$ cat src/rtl/dm.sv
// Shared DMI/DTM types: response payload, sticky op-status encoding and the
// response-capture FSM state.
package dm;

    typedef struct packed {
        logic [31:0] data;
        logic [1:0]  resp;
    } dmi_resp_t;

    typedef enum logic [1:0] {
        DTM_SUCCESS = 2'd0,
        DTM_ERR     = 2'd2,
        DTM_BUSY    = 2'd3
    } dtm_op_status_e;

    typedef enum logic {
        ST_IDLE = 1'b0,
        ST_WAIT = 1'b1
    } cap_state_e;

endpackage

$ cat src/rtl/dmi_shift_reg.sv
// Parametric capture/shift register; a capture in the same cycle as a shift
// takes priority. LSB is the serial output.
module dmi_shift_reg #(
    parameter int W = 41
) (
    input  logic         i_clk,
    input  logic         i_rst_n,
    input  logic         i_capture,
    input  logic         i_shift,
    input  logic [W-1:0] i_cap_data,
    input  logic         i_tdi,
    output logic [W-1:0] o_q
);

    logic [W-1:0] r_q;

    always_ff @(posedge i_clk or negedge i_rst_n) begin
        if (!i_rst_n)       r_q <= '0;
        else if (i_capture) r_q <= i_cap_data;
        else if (i_shift)   r_q <= {i_tdi, r_q[W-1:1]};
    end

    assign o_q = r_q;

endmodule

$ cat src/rtl/dmi_jtag_resp_capture.sv
// JTAG-side DMI response consumer: one outstanding request, sticky op-status,
// Capture-DR/Shift-DR of {addr, data, op}. Optional DMI_RESP_TIMEOUT_EN adds a
// WAIT timeout that drains the late response.
module dmi_jtag_resp_capture
    import dm::*;
#(
    parameter int AbitsW        = 7,
    parameter int TimeoutCycles = 1024
) (
    input  logic              tck_i,
    input  logic              trst_ni,
    input  dm::dmi_resp_t     dmi_resp_i,
    input  logic              dmi_resp_valid_i,
    output logic              dmi_resp_ready_o,
    input  logic              req_sent_i,
    input  logic [AbitsW-1:0] req_addr_i,
    input  logic              dmi_select_i,
    input  logic              capture_dr_i,
    input  logic              shift_dr_i,
    input  logic              tdi_i,
    output logic              tdo_o,
    input  logic              dmi_reset_i,
    output logic [1:0]        error_o,
    output logic              busy_o
);

    localparam int W = AbitsW + 34;

    cap_state_e        r_state;
    logic [AbitsW-1:0] r_addr;
    logic [31:0]       r_data;
    logic [1:0]        r_err;
    logic [W-1:0]      w_shift_q;
    logic [1:0]        w_op;
    logic              w_cap;
    logic              w_shift;
    logic              w_hs;
    logic              w_accept;
    logic              w_timeout;

`ifdef DMI_RESP_TIMEOUT_EN
    localparam int CntW = (TimeoutCycles > 1) ? $clog2(TimeoutCycles) : 1;
    logic [CntW-1:0] r_cnt;
    logic            r_drain;

    assign dmi_resp_ready_o = (r_state == ST_WAIT) | r_drain;
    // A drained handshake belongs to the timed-out request, never the current one.
    assign w_accept  = w_hs & (r_state == ST_WAIT) & ~r_drain;
    assign w_timeout = (r_state == ST_WAIT) & ~w_accept & (r_cnt == CntW'(TimeoutCycles - 1));
`else
    assign dmi_resp_ready_o = (r_state == ST_WAIT);
    assign w_accept  = w_hs;
    assign w_timeout = 1'b0;
`endif

    assign w_hs    = dmi_resp_valid_i & dmi_resp_ready_o;
    assign w_cap   = capture_dr_i & dmi_select_i;
    assign w_shift = shift_dr_i & dmi_select_i;
    assign w_op    = (r_err != 2'd0)       ? r_err :
                     (r_state == ST_WAIT)  ? DTM_BUSY : DTM_SUCCESS;

    always_ff @(posedge tck_i or negedge trst_ni) begin
        if (!trst_ni) begin
            r_state <= ST_IDLE;
            r_addr  <= '0;
            r_data  <= '0;
            r_err   <= '0;
`ifdef DMI_RESP_TIMEOUT_EN
            r_cnt   <= '0;
            r_drain <= 1'b0;
`endif
        end else begin
`ifdef DMI_RESP_TIMEOUT_EN
            if (w_hs && r_drain) r_drain <= 1'b0;
`endif
            case (r_state)
                ST_IDLE: begin
                    if (req_sent_i) begin
                        r_addr  <= req_addr_i;
                        r_state <= ST_WAIT;
`ifdef DMI_RESP_TIMEOUT_EN
                        r_cnt   <= '0;
`endif
                    end
                end
                ST_WAIT: begin
                    if (w_accept) begin
                        r_data  <= dmi_resp_i.data;
                        r_state <= ST_IDLE;
                    end
`ifdef DMI_RESP_TIMEOUT_EN
                    else if (w_timeout) begin
                        r_state <= ST_IDLE;
                        r_drain <= 1'b1;
                    end else begin
                        r_cnt <= r_cnt + 1'b1;
                    end
`endif
                end
                default: r_state <= ST_IDLE;
            endcase

            // First error sticks until dmireset, which beats any same-cycle set.
            if (dmi_reset_i)
                r_err <= DTM_SUCCESS;
            else if (r_err == 2'd0) begin
                if (w_cap && r_state == ST_WAIT)             r_err <= DTM_BUSY;
                else if (w_accept && dmi_resp_i.resp == 2'd2) r_err <= DTM_ERR;
                else if (w_accept && dmi_resp_i.resp == 2'd3) r_err <= DTM_BUSY;
                else if (w_timeout)                           r_err <= DTM_ERR;
            end
        end
    end

    dmi_shift_reg #(.W(W)) u_shift (
        .i_clk      (tck_i),
        .i_rst_n    (trst_ni),
        .i_capture  (w_cap),
        .i_shift    (w_shift),
        .i_cap_data ({r_addr, r_data, w_op}),
        .i_tdi      (tdi_i),
        .o_q        (w_shift_q)
    );

    assign tdo_o   = w_shift_q[0];
    assign error_o = r_err;
    assign busy_o  = (r_state == ST_WAIT);

    a_no_req_in_wait: assert property (@(posedge tck_i) disable iff (!trst_ni)
        !(req_sent_i && r_state == ST_WAIT));

endmodule
$ cat config.mk
export PLATFORM = sky130hd
export DESIGN_NAME = dmi_jtag_resp_capture
export DESIGN_NICKNAME = d
export VERILOG_FILES = /design/src/rtl/dm.sv /design/src/rtl/dmi_shift_reg.sv /design/src/rtl/dmi_jtag_resp_capture.sv
export SDC_FILE = /design/constraint.sdc
export NUM_CORES = 1
export LEC_CHECK = 0
export BUFFER_PORTS_ARGS = -buffer_cell sky130_fd_sc_hd__clkbuf_2
export CORE_ASPECT_RATIO = 1.4
export CORE_UTILIZATION = 60
export DETAILED_ROUTE_END_ITERATION = 16
export GPL_TIMING_DRIVEN = 1
export PLACE_DENSITY = 0.86
export SYNTH_ARGS = -nofsm -noshare
export SYNTH_HDL_FRONTEND = slang
export SYNTH_SLANG_ARGS = --single-unit
$ cat constraint.sdc
create_clock -name tck_i -period 3.7 [get_ports tck_i]
set_input_delay 0.555 -clock tck_i [delete_from_list [all_inputs] [get_ports tck_i]]
set_output_delay 0.555 -clock tck_i [all_outputs]
set_load 0.005 [all_outputs]
Word-level counts from Yosys, hierarchy flattened
Index checks and enable logic that the tools add are counted.

word-level totals
  bits in registers = 83
  bits of input ports = 50

cells by class
  eq/ne operators = 2
  multiplexer cells = 12
  bitwise operators = 4
  reduce and logical (&&, ||, !) cells = 11

operators with widths
  cell                number
  $mux 41             2
  $mux 2              7
  $reduce_and 2->1    3
  $reduce_bool 2->1   3
  $eq 2x2->1 const B  2
  $reduce_bool 4->1   1
  $and 1x1->1         3
  $logic_and 1x1->1   3
  $logic_not 2->1     1
  $mux 1              2
  $pmux 1 s2          1
  $not 1->1           1

Longest topological paths before layout
Gate-level depths: netlist (run 1).

  depth after elaboration = 7
  mapped depth = 6
  depth with buffers taken out = 3

Modules after synthesis
Synthesis (run 1) repeated with hierarchy kept, for this count alone.

second synthesis, totals
  cells, all modules = 281
  area, all modules = 3683.5 µm²

modules (own cells, without submodules)
  module                 instances  cells an instance  area each (µm²)
  dmi_shift_reg          1          178                1935.6
  dmi_jtag_resp_capture  1          103                1747.9

Least setup slack after synthesis (run 1)
Ideal clock, no wire load.

  path type = input port to flip-flop
  from = input dmi_select_i
  to = register u_shift.r_q[30] (netlist: u_shift.o_q[30])
  data arrival time = 1326 ps
  data required time = 3568 ps
  slack = 2242 ps
  stages on the path = 6
  path buffers = 3
  cells stage by stage = buf_2 -> nand2_2 -> buf_6 -> buf_6 -> mux2i_1 -> o21ai_1

on the way
  longest elaborated chain between the ends = 2

RTL lines
  item                                          line                                                      source
  start, declared                               dmi_jtag_resp_capture.sv:17                               input logic dmi_select_i,
  $and 1x1->1 (on tied branches)                dmi_jtag_resp_capture.sv:57, dmi_jtag_resp_capture.sv:58
  $mux 41 or $reduce_bool 2->1 (tied branches)  n/a
  end signal, assigned                          dmi_shift_reg.sv:19                                       else if (i_capture) r_q <= i_cap_data;
  end signal, assigned                          dmi_shift_reg.sv:20                                       else if (i_shift) r_q <= {i_tdi, r_q[W-1:1]};
  end, declared                                 dmi_shift_reg.sv:15                                       logic [W-1:0] r_q;

Several ways; a longest one is shown, not always the timed one.
A chain may end at the register's enable or synchronous reset.

Worst setup path after layout (run 1)
  from = input capture_dr_i
  to = register u_shift.r_q[40] (netlist: u_shift.o_q[40])

on the way
  longest elaborated chain between the ends = 2

RTL lines
  item                                          line                         source
  start, declared                               dmi_jtag_resp_capture.sv:18  input logic capture_dr_i,
  $and 1x1->1 *                                 dmi_jtag_resp_capture.sv:57  assign w_cap = capture_dr_i & dmi_select_i;
  $mux 41 or $reduce_bool 2->1 (tied branches)  n/a

Every way passes the cells marked *; elsewhere a longest branch is shown, timed or not.

==> results of run 1 <==
-- through the flow --
stage	hold WS (ns)	area, sq um	setup WS, ns
final	0.3751	4005	1.965
after detailed placement	0.4702	3779	1.609
after CTS	0.3639	4005	1.963
after global routing	0.3600	4005	1.836
after global placement	0.4607	3779	1.674
after floorplan	0.2594	3492	2.242
-- critical path, delay by kind of cell --
kind,cells,cell delay [ns]
muxes,1,0.25
buffers and inverters,2,0.62
and+or+nand+nor,1,0.39
AOI/OAI and AO/OA,1,0.10
-- logic make-up (layout without fill, tap and decap cells) --
kind of cell,count (synthesis),in the layout,synth area share
DFF,83,83,0.5948
muxes,78,78,0.2375
AOI/OAI and AO/OA,50,50,0.07739
and+or+nand+nor,49,49,0.05912
buffers and inverters,20,75,0.03117
-- final timing paths --
| path | slack, ns | endpoint | from |
|---|---|---|---|
| min in group tck_i | 0.38 | error_o[1] | dmi_reset_i |
| min | 0.38 | r_data[9] | trst_ni |
| max reg2reg | 2.16 | r_addr[0] | busy_o |
| min reg2reg | 0.48 | u_shift.o_q[19] | u_shift.o_q[19] |
| max | 1.96 | u_shift.o_q[40] | capture_dr_i |
| max in group asynchronous | 2.69 | r_addr[6] | trst_ni |
-- final cells by class --
class	instances	area, sq um	share of cell area
clock inverters	5	75.07	0.01874
clock buffers	11	151.4	0.03780
inverters	2	7.507	0.001874
repair buffers	57	295.3	0.07373
flip-flops and latches	83	2077	0.5186
multi-input cells	177	1314	0.3280
well taps	68	85.08	0.02124
-- layer usage --
layer | vias to the layer above | share of wire | wire [microns]
li1 | 1073 | - | -
met1 | 1106 | 0.42 | 2581
met2 | 50 | 0.53 | 3213
met3 | 8 | 0.034 | 207
met4 | 0 | 0.017 | 103
met5 | - | 0 | 0
-- sequential cells by signal, indices dropped and copies added (netlist names) --
name / count
u_shift.o_q: 41
r_data: 32
r_addr: 7
error_o: 2
busy_o: 1
-- power by group through the flow --
stage / clock network (mW) / registers [mW] / logic, mW
6_report: 0.713 / 1.27 / 0.395
3_3_place_gp: 0 / 1.27 / 0.369
5_1_grt: 0.770 / 1.29 / 0.450
2_1_floorplan: 0 / 1.24 / 0.302
4_1_cts: 0.729 / 1.27 / 0.403
3_5_place_dp: 0 / 1.28 / 0.397
-- synthesized netlist by cell type --
cell type / count / share of area
sky130_fd_sc_hd__mux2i_1: 39 / 0.11
sky130_fd_sc_hd__nor4b_1: 1 / 0.0025
sky130_fd_sc_hd__clkbuf_1: 7 / 0.0075
sky130_fd_sc_hd__buf_6: 2 / 0.0064
sky130_fd_sc_hd__dfrtp_1: 83 / 0.59
sky130_fd_sc_hd__mux2_2: 39 / 0.13
sky130_fd_sc_hd__o21ai_2: 1 / 0.0025
sky130_fd_sc_hd__nand2_2: 1 / 0.0018
sky130_fd_sc_hd__buf_4: 3 / 0.0064
sky130_fd_sc_hd__inv_1: 2 / 0.0022
sky130_fd_sc_hd__o21ai_1: 10 / 0.014
sky130_fd_sc_hd__a22o_1: 1 / 0.0025
sky130_fd_sc_hd__nand2b_1: 1 / 0.0018
sky130_fd_sc_hd__o21ai_0: 29 / 0.042
sky130_fd_sc_hd__nor2_1: 1 / 0.0011
sky130_fd_sc_hd__nor2b_1: 5 / 0.0090
sky130_fd_sc_hd__o32ai_1: 2 / 0.0050
sky130_fd_sc_hd__nand2_1: 40 / 0.043
sky130_fd_sc_hd__buf_2: 6 / 0.0086
sky130_fd_sc_hd__a21oi_1: 5 / 0.0072
sky130_fd_sc_hd__a211oi_1: 1 / 0.0022
sky130_fd_sc_hd__a21o_1: 1 / 0.0022
==> results.sh, run 1 <==
export IMPL_vias=2237
export IMPL_place_hpwl_microns=3909
export IMPL_cts_tree="yes"
export IMPL_met3_usage=0.05224
export IMPL_h_tree_depth=3
export IMPL_io_count=55
export IMPL_floorplan_initialDensity=0.6275
export IMPL_yosys_cell_types_count=22
export IMPL_total_power_mw=2.379
export IMPL_setup_repair_after_global_routing_missed_its_margin="false"
export IMPL_clk_insertion_delay_late_ns=0.35
export IMPL_cts_root_buffer="sky130_fd_sc_hd__clkbuf_8"
export IMPL_run_status="finished clean"
export IMPL_clock_sink_count=83
export IMPL_finalSetupViolations=0
export IMPL_finalSetupTns_ns=0
export IMPL_final_cell_mix="sky130_fd_sc_hd__dfrtp_1, sky130_fd_sc_hd__clkbuf_2, sky130_fd_sc_hd__nand2_1, sky130_fd_sc_hd__mux2_2, sky130_fd_sc_hd__mux2i_1"
export IMPL_die_area_sq_um=6133
export IMPL_route_detailed_drc=0
export IMPL_portion_of_total_power_attributed_to_combinational_logic=0.166
export IMPL_timing_worst_setup_path_type="in -> reg"
export IMPL_grtUsageMet1=0.2969
export IMPL_critical_path_max_stage_delay_ns=0.47
export IMPL_cpMaxStageDelayCell="sky130_fd_sc_hd__buf_4"
export IMPL_timing_critical_path_to_type="register"
export IMPL_cts_hold_buffers=0
export IMPL_instances_no_fill=403
export IMPL_powerDensity_nw_per_um2=594.0
export IMPL_worst_r2r_path_cells=2
export IMPL_internal_power_mw=1.763
export IMPL_power_net_switching_uw=616.3
export IMPL_finalCriticalPeriod_ns=1.735
export IMPL_holdCritPathClass="in -> async"
export IMPL_first_pass_grt_wire_length_microns=10240
export IMPL_global_route_overflow_total=0
export IMPL_hold_viol_final=0
export IMPL_start_kind="input pin"
export IMPL_syn_mean_instance_area_sq_um=12.47
export IMPL_leakage_power_figure_nw=2.017
export IMPL_mappedNetlistNets=330
export IMPL_timing_worst_slew_pin_value_ns=0.9993
export IMPL_final_layout_size_suffix_gt1_frac=0.3403
export IMPL_pwr_share_seq=0.534
export IMPL_vias_per_cell=5.551
export IMPL_finalCoreUtilization=0.7196
export IMPL_cp_cell_sequence="clkbuf_2 > nand2_2 > buf_4 > mux2i_1 > o21ai_0"
export IMPL_cts_root_to_sink_buffers=2
export IMPL_port_buffers=54
export IMPL_fp_row_count=32
export IMPL_power_share_clock=0.300
export IMPL_peakVddDrop_mv=0.5469
export IMPL_num_nets_final=380
export IMPL_floorplan_core_area_sq_um=5565
export IMPL_critPathRequiredTime_ns=3.90
export IMPL_cts_resized=0
export IMPL_dpl_cell_count=387
export IMPL_grt_antenna_before_repair=0
export IMPL_mostFrequentLayoutCell="sky130_fd_sc_hd__dfrtp_1"
export IMPL_die_x_microns=66.48
export IMPL_die_height_microns=92.27
export IMPL_antennaDiodeCount=0
export IMPL_final_min_period_over_clock_period=0.4690
export IMPL_drv_cap=0
export IMPL_cp_arrival_ns=1.93
export IMPL_met2_usage=0.3665
export IMPL_area_delta_synth_final_pct=14.69
export IMPL_globalplace_congestion=0.7466
export IMPL_power_switching_fraction=0.2590
export IMPL_drt_wl_total_microns=6105
export IMPL_synth_warning_count=0
export IMPL_critical_path_peak_fanout=24
export IMPL_maxSlewViolCount=0
export IMPL_grt_pass1_vias=2252
export IMPL_synth_area_sq_um=3492
export IMPL_drt_iter0_drc=90
export IMPL_firstDrtPassIters=4
export IMPL_slew_headroom=0.3338
export IMPL_grt_max_degree=84
export IMPL_detail_route_antenna_nets=0
export IMPL_routedWlPerCell_microns=15.15
export IMPL_post_cts_setup_buffer_count=0
export IMPL_fin_worst_skew_ns=0.007275
export IMPL_post_synthesis_cells=280
export IMPL_layout_filler_cells=397
export IMPL_synth_ff_latch_count=83
export IMPL_grt_busiest_layer="met2"
export IMPL_cts_buffers_inserted=9
export IMPL_max_freq_mhz=576.2
export IMPL_clk_transition_reported_paths_ns=0.07
export IMPL_overall_fraction_of_global_route_tracks_in_use=0.2281
export IMPL_synth_seq_area_share=0.5948
(Power assumes the default switching activity.)
==> run 2, diff against run 1 <==
--- a/config.mk
+++ b/config.mk
@@ -5,12 +5,13 @@
 export SDC_FILE = /design/constraint.sdc
 export NUM_CORES = 1
 export LEC_CHECK = 0
+export ABC_AREA = 1
 export BUFFER_PORTS_ARGS = -buffer_cell sky130_fd_sc_hd__clkbuf_2
 export CORE_ASPECT_RATIO = 1.4
-export CORE_UTILIZATION = 60
+export CORE_UTILIZATION = 56
 export DETAILED_ROUTE_END_ITERATION = 16
 export GPL_TIMING_DRIVEN = 1
-export PLACE_DENSITY = 0.86
+export PLACE_DENSITY = 0.81
 export SYNTH_ARGS = -nofsm -noshare
 export SYNTH_HDL_FRONTEND = slang
 export SYNTH_SLANG_ARGS = --single-unit
==> constraint.sdc (replaced) <==
create_clock -name tck_i -period 1.71 [get_ports tck_i]
set_input_delay 0.2565 -clock tck_i [delete_from_list [all_inputs] [get_ports tck_i]]
set_output_delay 0.2565 -clock tck_i [all_outputs]
set_load 0.005 [all_outputs]
==> run 2 against run 1 <==
  * Clock power rose by 100%
  * Cell area rose by 4.1%
  * First-iteration DRC count rose by 100%
  * Clock skew rose by 0.0060 ns
  * Synthesized area rose by 3.7%
  * Global-route usage rose by 0.079 points
  * Worst hold slack got worse by 0.28 ns
  * Synthesized cell count rose by 18%
  * Final cell count rose by 14%
  * Sequential share of layout area fell by 2.0 points
  * Largest power group unchanged
==> results.sh, run 2 <==
export IMPL_routedWlPerCell_microns=15.31
export IMPL_num_nets_final=433
export IMPL_crit_path_start="busy_o"
export IMPL_synth_area_sq_um=3622
export IMPL_cp_cell_sequence="nand2_2 > buf_4 > mux2_2"
export IMPL_grt_pass1_vias=2534
export IMPL_start_kind="register"
export IMPL_route_detailed_drc=0
export IMPL_critical_path_peak_fanout=12
export IMPL_timing_worst_slew_pin_value_ns=0.4719
export IMPL_synth_async_sr_flop_share=1.000
export IMPL_timing_critical_path_to_type="register"
export IMPL_final_layout_size_suffix_gt1_frac=0.3041
export IMPL_leakage_power_figure_nw=2.086
export IMPL_finalSetupTns_ns=0
export IMPL_firstDrtPassIters=4
export IMPL_critical_hold_path_startpoint="dmi_reset_i"
export IMPL_mostFrequentLayoutCell="sky130_fd_sc_hd__dfrtp_1"
export IMPL_register_area_sq_um=2077
export IMPL_drv_cap=0
export IMPL_synth_ff_latch_count=83
export IMPL_yosys_top_cells_count="sky130_fd_sc_hd__dfrtp_1, sky130_fd_sc_hd__o21ai_0, sky130_fd_sc_hd__inv_1"
export IMPL_run_status="finished clean"
export IMPL_finalCriticalPeriod_ns=1.310
export IMPL_die_area_sq_um=6798
export IMPL_drt_wl_total_microns=7044
export IMPL_vias_per_cell=5.474
export IMPL_die_x_microns=69.97
export IMPL_h_tree_depth=3
export IMPL_layout_filler_cells=473
export IMPL_finalSetupViolations=0
export IMPL_worstHoldPathCells=2
export IMPL_synth_seq_area_share=0.5734
export IMPL_clk_insertion_delay_late_ns=0.36
export IMPL_die_height_microns=97.16
export IMPL_synth_warning_count=0
export IMPL_clock_sink_count=83
export IMPL_port_buffers=54
export IMPL_syn_mean_instance_area_sq_um=10.98
export IMPL_largest_register_ff_count=41
export IMPL_floorplan_initialDensity=0.5832
export IMPL_detail_route_antenna_nets=0
export IMPL_post_synthesis_cells=330
export IMPL_timing_worst_setup_path_type="reg -> reg"
export IMPL_whs_ns=0.09994
export IMPL_cts_root_to_sink_buffers=2
export IMPL_place_hpwl_microns=4574
export IMPL_yosys_cell_types_count=17
export IMPL_final_min_period_over_clock_period=0.7661
export IMPL_maxSlewViolCount=0
export IMPL_holdCritPathClass="in -> reg"
export IMPL_overall_fraction_of_global_route_tracks_in_use=0.2289
export IMPL_cts_root_buffer="sky130_fd_sc_hd__clkbuf_8"
export IMPL_first_pass_grt_wire_length_microns=11960
export IMPL_global_route_overflow_total=0
export IMPL_area_delta_synth_final_pct=15.10
export IMPL_critPathRequiredTime_ns=1.95
export IMPL_cts_tree="yes"
export IMPL_grt_antenna_before_repair=0
export IMPL_dominantRegCellSynth="sky130_fd_sc_hd__dfrtp_1"
export IMPL_reg2reg_setup_slack_ns=0.40
export IMPL_regToRegStartpoint="busy_o"
export IMPL_max_freq_mhz=763.3
export IMPL_globalplace_congestion=0.7621
export IMPL_mappedNetlistNets=380
export IMPL_cpMaxStageDelayCell="sky130_fd_sc_hd__dfrtp_1"
export IMPL_cp_arrival_ns=1.55
export IMPL_drt_iter0_drc=183
export IMPL_critical_path_max_stage_delay_ns=0.47
export IMPL_io_count=55
export IMPL_antennaDiodeCount=0
export IMPL_final_cell_mix="sky130_fd_sc_hd__dfrtp_1, sky130_fd_sc_hd__o21ai_0, sky130_fd_sc_hd__clkbuf_2, sky130_fd_sc_hd__inv_1, sky130_fd_sc_hd__o21ai_1"
export IMPL_hold_viol_final=0
export IMPL_clk_transition_reported_paths_ns=0.08
export IMPL_setup_repair_after_global_routing_missed_its_margin="false"
export IMPL_synth_area_leaders="sky130_fd_sc_hd__dfrtp_1, sky130_fd_sc_hd__mux2_4, sky130_fd_sc_hd__o21ai_0, sky130_fd_sc_hd__o21ai_1, sky130_fd_sc_hd__inv_1"
export IMPL_fp_row_count=34
export IMPL_synth_edff_count=0
export IMPL_peakVddDrop_mv=0.6350
export IMPL_grt_max_degree=80
export IMPL_multiInputGateArea_sq_um=1259
export IMPL_synth_largest_area_cell="sky130_fd_sc_hd__dfrtp_1"
export IMPL_floorplan_core_area_sq_um=6211
export IMPL_cts_buffers_inserted=9
export IMPL_slew_headroom=0.6854
export IMPL_powerDensity_nw_per_um2=1183
export IMPL_vias=2518
export IMPL_synth_top_cell_area_share=0.5734
export IMPL_worst_r2r_path_cells=3
export IMPL_fin_worst_skew_ns=0.01332
export IMPL_yosysMostFrequentCell="sky130_fd_sc_hd__dfrtp_1"
-- run 2: kinds of logic after synthesis --
group,after synthesis,synth area share
AOI/OAI and AO/OA,120,0.1672
buffers and inverters,64,0.07910
DFF,83,0.5734
muxes,39,0.1513
and+or+nand+nor,24,0.02902
-- run 2: what timing repair did --
| item | in CTS | in global routing |
|---|---|---|
| endpoints found under the hold margin | 34 | 0 |
| resized for setup | 0 | 0 |
| hold buffers | 1 | 0 |
| setup endpoints to repair | 0 | 0 |
| setup buffers | 0 | 0 |
-- run 2: layout make-up --
class                   count  share of cell area
multi-input cells         183              0.3019
clock buffers              13             0.03812
flip-flops and latches     83              0.4982
repair buffers             62             0.08944
inverters                  44             0.03962
clock inverters             3             0.01110
well taps                  72             0.02161
-- run 2: power by group --
| part | internal (mW) | leakage (nW) | switching (mW) | total [mW] |
|---|---|---|---|---|
| combinational | 0.495 | 1.01 | 0.423 | 0.918 |
| sequential | 2.37 | 0.979 | 0.203 | 2.57 |
| clock | 0.759 | 0.0998 | 0.683 | 1.44 |
-- run 2: worst paths after layout --
| path | to |
|---|---|
| max in group asynchronous | u_shift.o_q[27] |
| hold / removal | error_o[0] |
| hold reg to reg | u_shift.o_q[1] |
| setup / recovery | r_data[11] |
| min in group asynchronous | r_addr[2] |
| setup reg to reg | r_data[11] |
-- run 2: routing by layer --
layer / vias to the layer above / share of wire / track usage
li1: 1207 / - / -
met1: 1213 / 0.44 / 0.3041
met2: 81 / 0.49 / 0.3499
met3: 17 / 0.046 / 0.05083
met4: 0 / 0.029 / 0.1231
met5: - / 0 / 0
-- run 2: stage by stage --
stage               setup WS, ns  cell area [sq um]  power, mW    util  instances
floorplan                 0.5271               3622      3.210       -        330
global placement          0.4328               3954      3.450  0.6366        443
detailed placement        0.3946               3954      3.514  0.6366        443
CTS                       0.3985               4169      4.960  0.6712        460
global route              0.3351               4169      5.195  0.6712        460
finish                    0.4000               4169      4.931  0.6712        460
-- run 2: worst max-delay path: cells and delay by family, from the launching register on --
| family | cells | cell delay [ns] |
|---|---|---|
| buffers and inverters | 1 | 0.24 |
| DFF | 1 | 0.47 |
| muxes | 1 | 0.35 |
| and+or+nand+nor | 1 | 0.14 |
==> run 3, diff against run 2 <==
--- a/config.mk
+++ b/config.mk
@@ -5,13 +5,13 @@
 export SDC_FILE = /design/constraint.sdc
 export NUM_CORES = 1
 export LEC_CHECK = 0
-export ABC_AREA = 1
+export ABC_AREA = 0
 export BUFFER_PORTS_ARGS = -buffer_cell sky130_fd_sc_hd__clkbuf_2
 export CORE_ASPECT_RATIO = 1.4
-export CORE_UTILIZATION = 56
+export CORE_UTILIZATION = 50
 export DETAILED_ROUTE_END_ITERATION = 16
 export GPL_TIMING_DRIVEN = 1
-export PLACE_DENSITY = 0.81
+export PLACE_DENSITY = 0.77
 export SYNTH_ARGS = -nofsm -noshare
 export SYNTH_HDL_FRONTEND = slang
 export SYNTH_SLANG_ARGS = --single-unit
==> constraint.sdc (replaced) <==
create_clock -name tck_i -period 1.2 [get_ports tck_i]
set_input_delay 0.18 -clock tck_i [delete_from_list [all_inputs] [get_ports tck_i]]
set_output_delay 0.18 -clock tck_i [all_outputs]
set_load 0.005 [all_outputs]
==> run 3 against run 2 <==
  * Sequential power grew 51%
  * Largest cell class unchanged
  * First-iteration DRC count is 39% lower
  * Largest power group unchanged
  * Critical endpoint is now busy_o
  * Highest routed layer unchanged
  * Cell area increased by 0.69%
==> results.sh, run 3 (synthesized netlist as in run 1, its figures left out) <==
export IMPL_run_status="finished clean"
export IMPL_power_share_clock=0.264
export IMPL_die_height_microns=100.9
export IMPL_drt_iter0_drc=112
export IMPL_pwr_share_seq=0.548
export IMPL_hold_viol_final=0
export IMPL_cts_root_buffer="sky130_fd_sc_hd__clkbuf_8"
export IMPL_io_count=55
export IMPL_cp_cell_sequence="buf_4 > clkbuf_2"
export IMPL_die_x_microns=72.63
export IMPL_setup_repair_after_global_routing_missed_its_margin="true"
export IMPL_timing_worst_slew_pin_value_ns=0.3202
export IMPL_h_tree_depth=3
export IMPL_cts_tree="yes"
export IMPL_drv_cap=0
export IMPL_fin_worst_skew_ns=0.006807
export IMPL_global_route_overflow_total=0
export IMPL_clock_sink_count=83
export IMPL_clk_insertion_delay_late_ns=0.33
export IMPL_worst_r2r_path_cells=3
export IMPL_floorplan_core_area_sq_um=6656
export IMPL_drt_wl_total_microns=6151
export IMPL_worstHoldPathCells=2
export IMPL_power_switching_fraction=0.2642
export IMPL_grt_max_degree=41
export IMPL_firstDrtPassIters=4
export IMPL_power_net_switching_mw=1.872
export IMPL_peakVddDrop_mv=0.8431
export IMPL_timing_worst_setup_path_type="reg -> out"
export IMPL_grt_antenna_before_repair=0
export IMPL_globalplace_congestion=0.7398
export IMPL_final_cell_mix="sky130_fd_sc_hd__dfrtp_1, sky130_fd_sc_hd__clkbuf_2, sky130_fd_sc_hd__mux2i_1, sky130_fd_sc_hd__nand2_1, sky130_fd_sc_hd__mux2_2"
export IMPL_die_area_sq_um=7327
export IMPL_cts_buffers_inserted=9
export IMPL_max_freq_mhz=843.1
export IMPL_cpMaxStageDelayCell="sky130_fd_sc_hd__dfrtp_1"
export IMPL_maxSlewViolCount=0
export IMPL_total_power_mw=7.086
export IMPL_cp_arrival_ns=1.01
export IMPL_num_nets_final=392
export IMPL_whs_ns=0.06627
export IMPL_slew_headroom=0.7835
export IMPL_mostFrequentLayoutCell="sky130_fd_sc_hd__dfrtp_1"
export IMPL_final_min_period_over_clock_period=0.9884
export IMPL_powerDensity_nw_per_um2=1688
export IMPL_portion_of_total_power_attributed_to_combinational_logic=0.187
export IMPL_routedWlPerCell_microns=14.01
export IMPL_antennaDiodeCount=0
export IMPL_cts_root_to_sink_buffers=2
export IMPL_grt_pass1_vias=2338
export IMPL_overall_fraction_of_global_route_tracks_in_use=0.1904
export IMPL_detail_route_antenna_nets=0
export IMPL_place_hpwl_microns=4323
export IMPL_critical_path_max_stage_delay_ns=0.41
export IMPL_final_layout_size_suffix_gt1_frac=0.3545
export IMPL_critPathRequiredTime_ns=1.02
export IMPL_largest_register_ff_count=41
export IMPL_finalCriticalPeriod_ns=1.186
export IMPL_fp_row_count=35
export IMPL_first_pass_grt_wire_length_microns=10550
export IMPL_post_cts_setup_buffer_count=0
export IMPL_timing_critical_path_to_type="primary output"
export IMPL_internal_power_mw=5.213
export IMPL_port_buffers=54
export IMPL_area_delta_synth_final_pct=20.21
export IMPL_start_kind="register"
export IMPL_floorplan_initialDensity=0.5246
export IMPL_finalSetupViolations=0
export IMPL_holdCritPathClass="in -> reg"
export IMPL_clk_transition_reported_paths_ns=0.08
export IMPL_leakage_power_figure_nw=2.104
export IMPL_route_detailed_drc=0
export IMPL_vias_per_cell=5.123
export IMPL_vias=2249
export IMPL_critical_path_peak_fanout=5
run 3: worst paths after layout:
kind | start | to | slack (ns)
max | busy_o | busy_o | 0.01
max in group asynchronous | trst_ni | r_data[1] | 0.48
min in group asynchronous | trst_ni | r_data[10] | 0.27
max reg2reg | busy_o | r_data[14] | 0.02
min | req_addr_i[1] | r_addr[1] | 0.07
min reg2reg | u_shift.o_q[7] | u_shift.o_q[7] | 0.48
run 3: stage by stage:
step | instance area [sq um] | util | TNS, ns | cells | setup WS, ns
detailed placement | 3974 | 0.5970 | 0 | 421 | 0.02625
floorplan | 3502 | - | 0 | 280 | 0.02521
global route | 4198 | 0.6306 | -0.5266 | 439 | -0.03495
finish | 4198 | 0.6306 | 0 | 439 | 0.01394
global placement | 3974 | 0.5970 | 0 | 421 | 0.05425
CTS | 4179 | 0.6278 | 0 | 439 | 0.001925
run 3: cell type report:
cell class	instances	area, sq um
clock buffers	11	131.4
clock inverters	5	53.80
fillers	570	2459
inverters	2	7.507
multi-input cells	177	1331
flip-flops and latches	83	2077
well taps	92	115.1
repair buffers	69	481.7
run 3: layer usage:
metal,vias to the layer above,GRT usage,routed length [microns]
li1,1096,-,-
met1,1101,0.2362,2757
met2,44,0.3178,3087
met3,8,0.03400,181
met4,0,0.09502,124
met5,-,0,0
run 3: what timing repair did:
item	in CTS	in global routing
hold endpoints to repair	19	0
setup endpoints to repair	0	31
resized for setup	0	5
hold buffers	2	0
run 3: critical path, delay by kind of cell (launching register included):
family / cells / cell delay (ns)
buffers and inverters: 2 / 0.26
DFF: 1 / 0.41
run 3: power groups by stage:
stage / sequential, mW / combinational [mW] / clock [mW]
2_1_floorplan: 3.81 / 0.939 / 0
3_3_place_gp: 3.89 / 1.25 / 0
3_5_place_dp: 3.93 / 1.32 / 0
4_1_cts: 3.88 / 1.34 / 1.94
5_1_grt: 3.96 / 1.50 / 2.06
6_report: 3.89 / 1.33 / 1.87
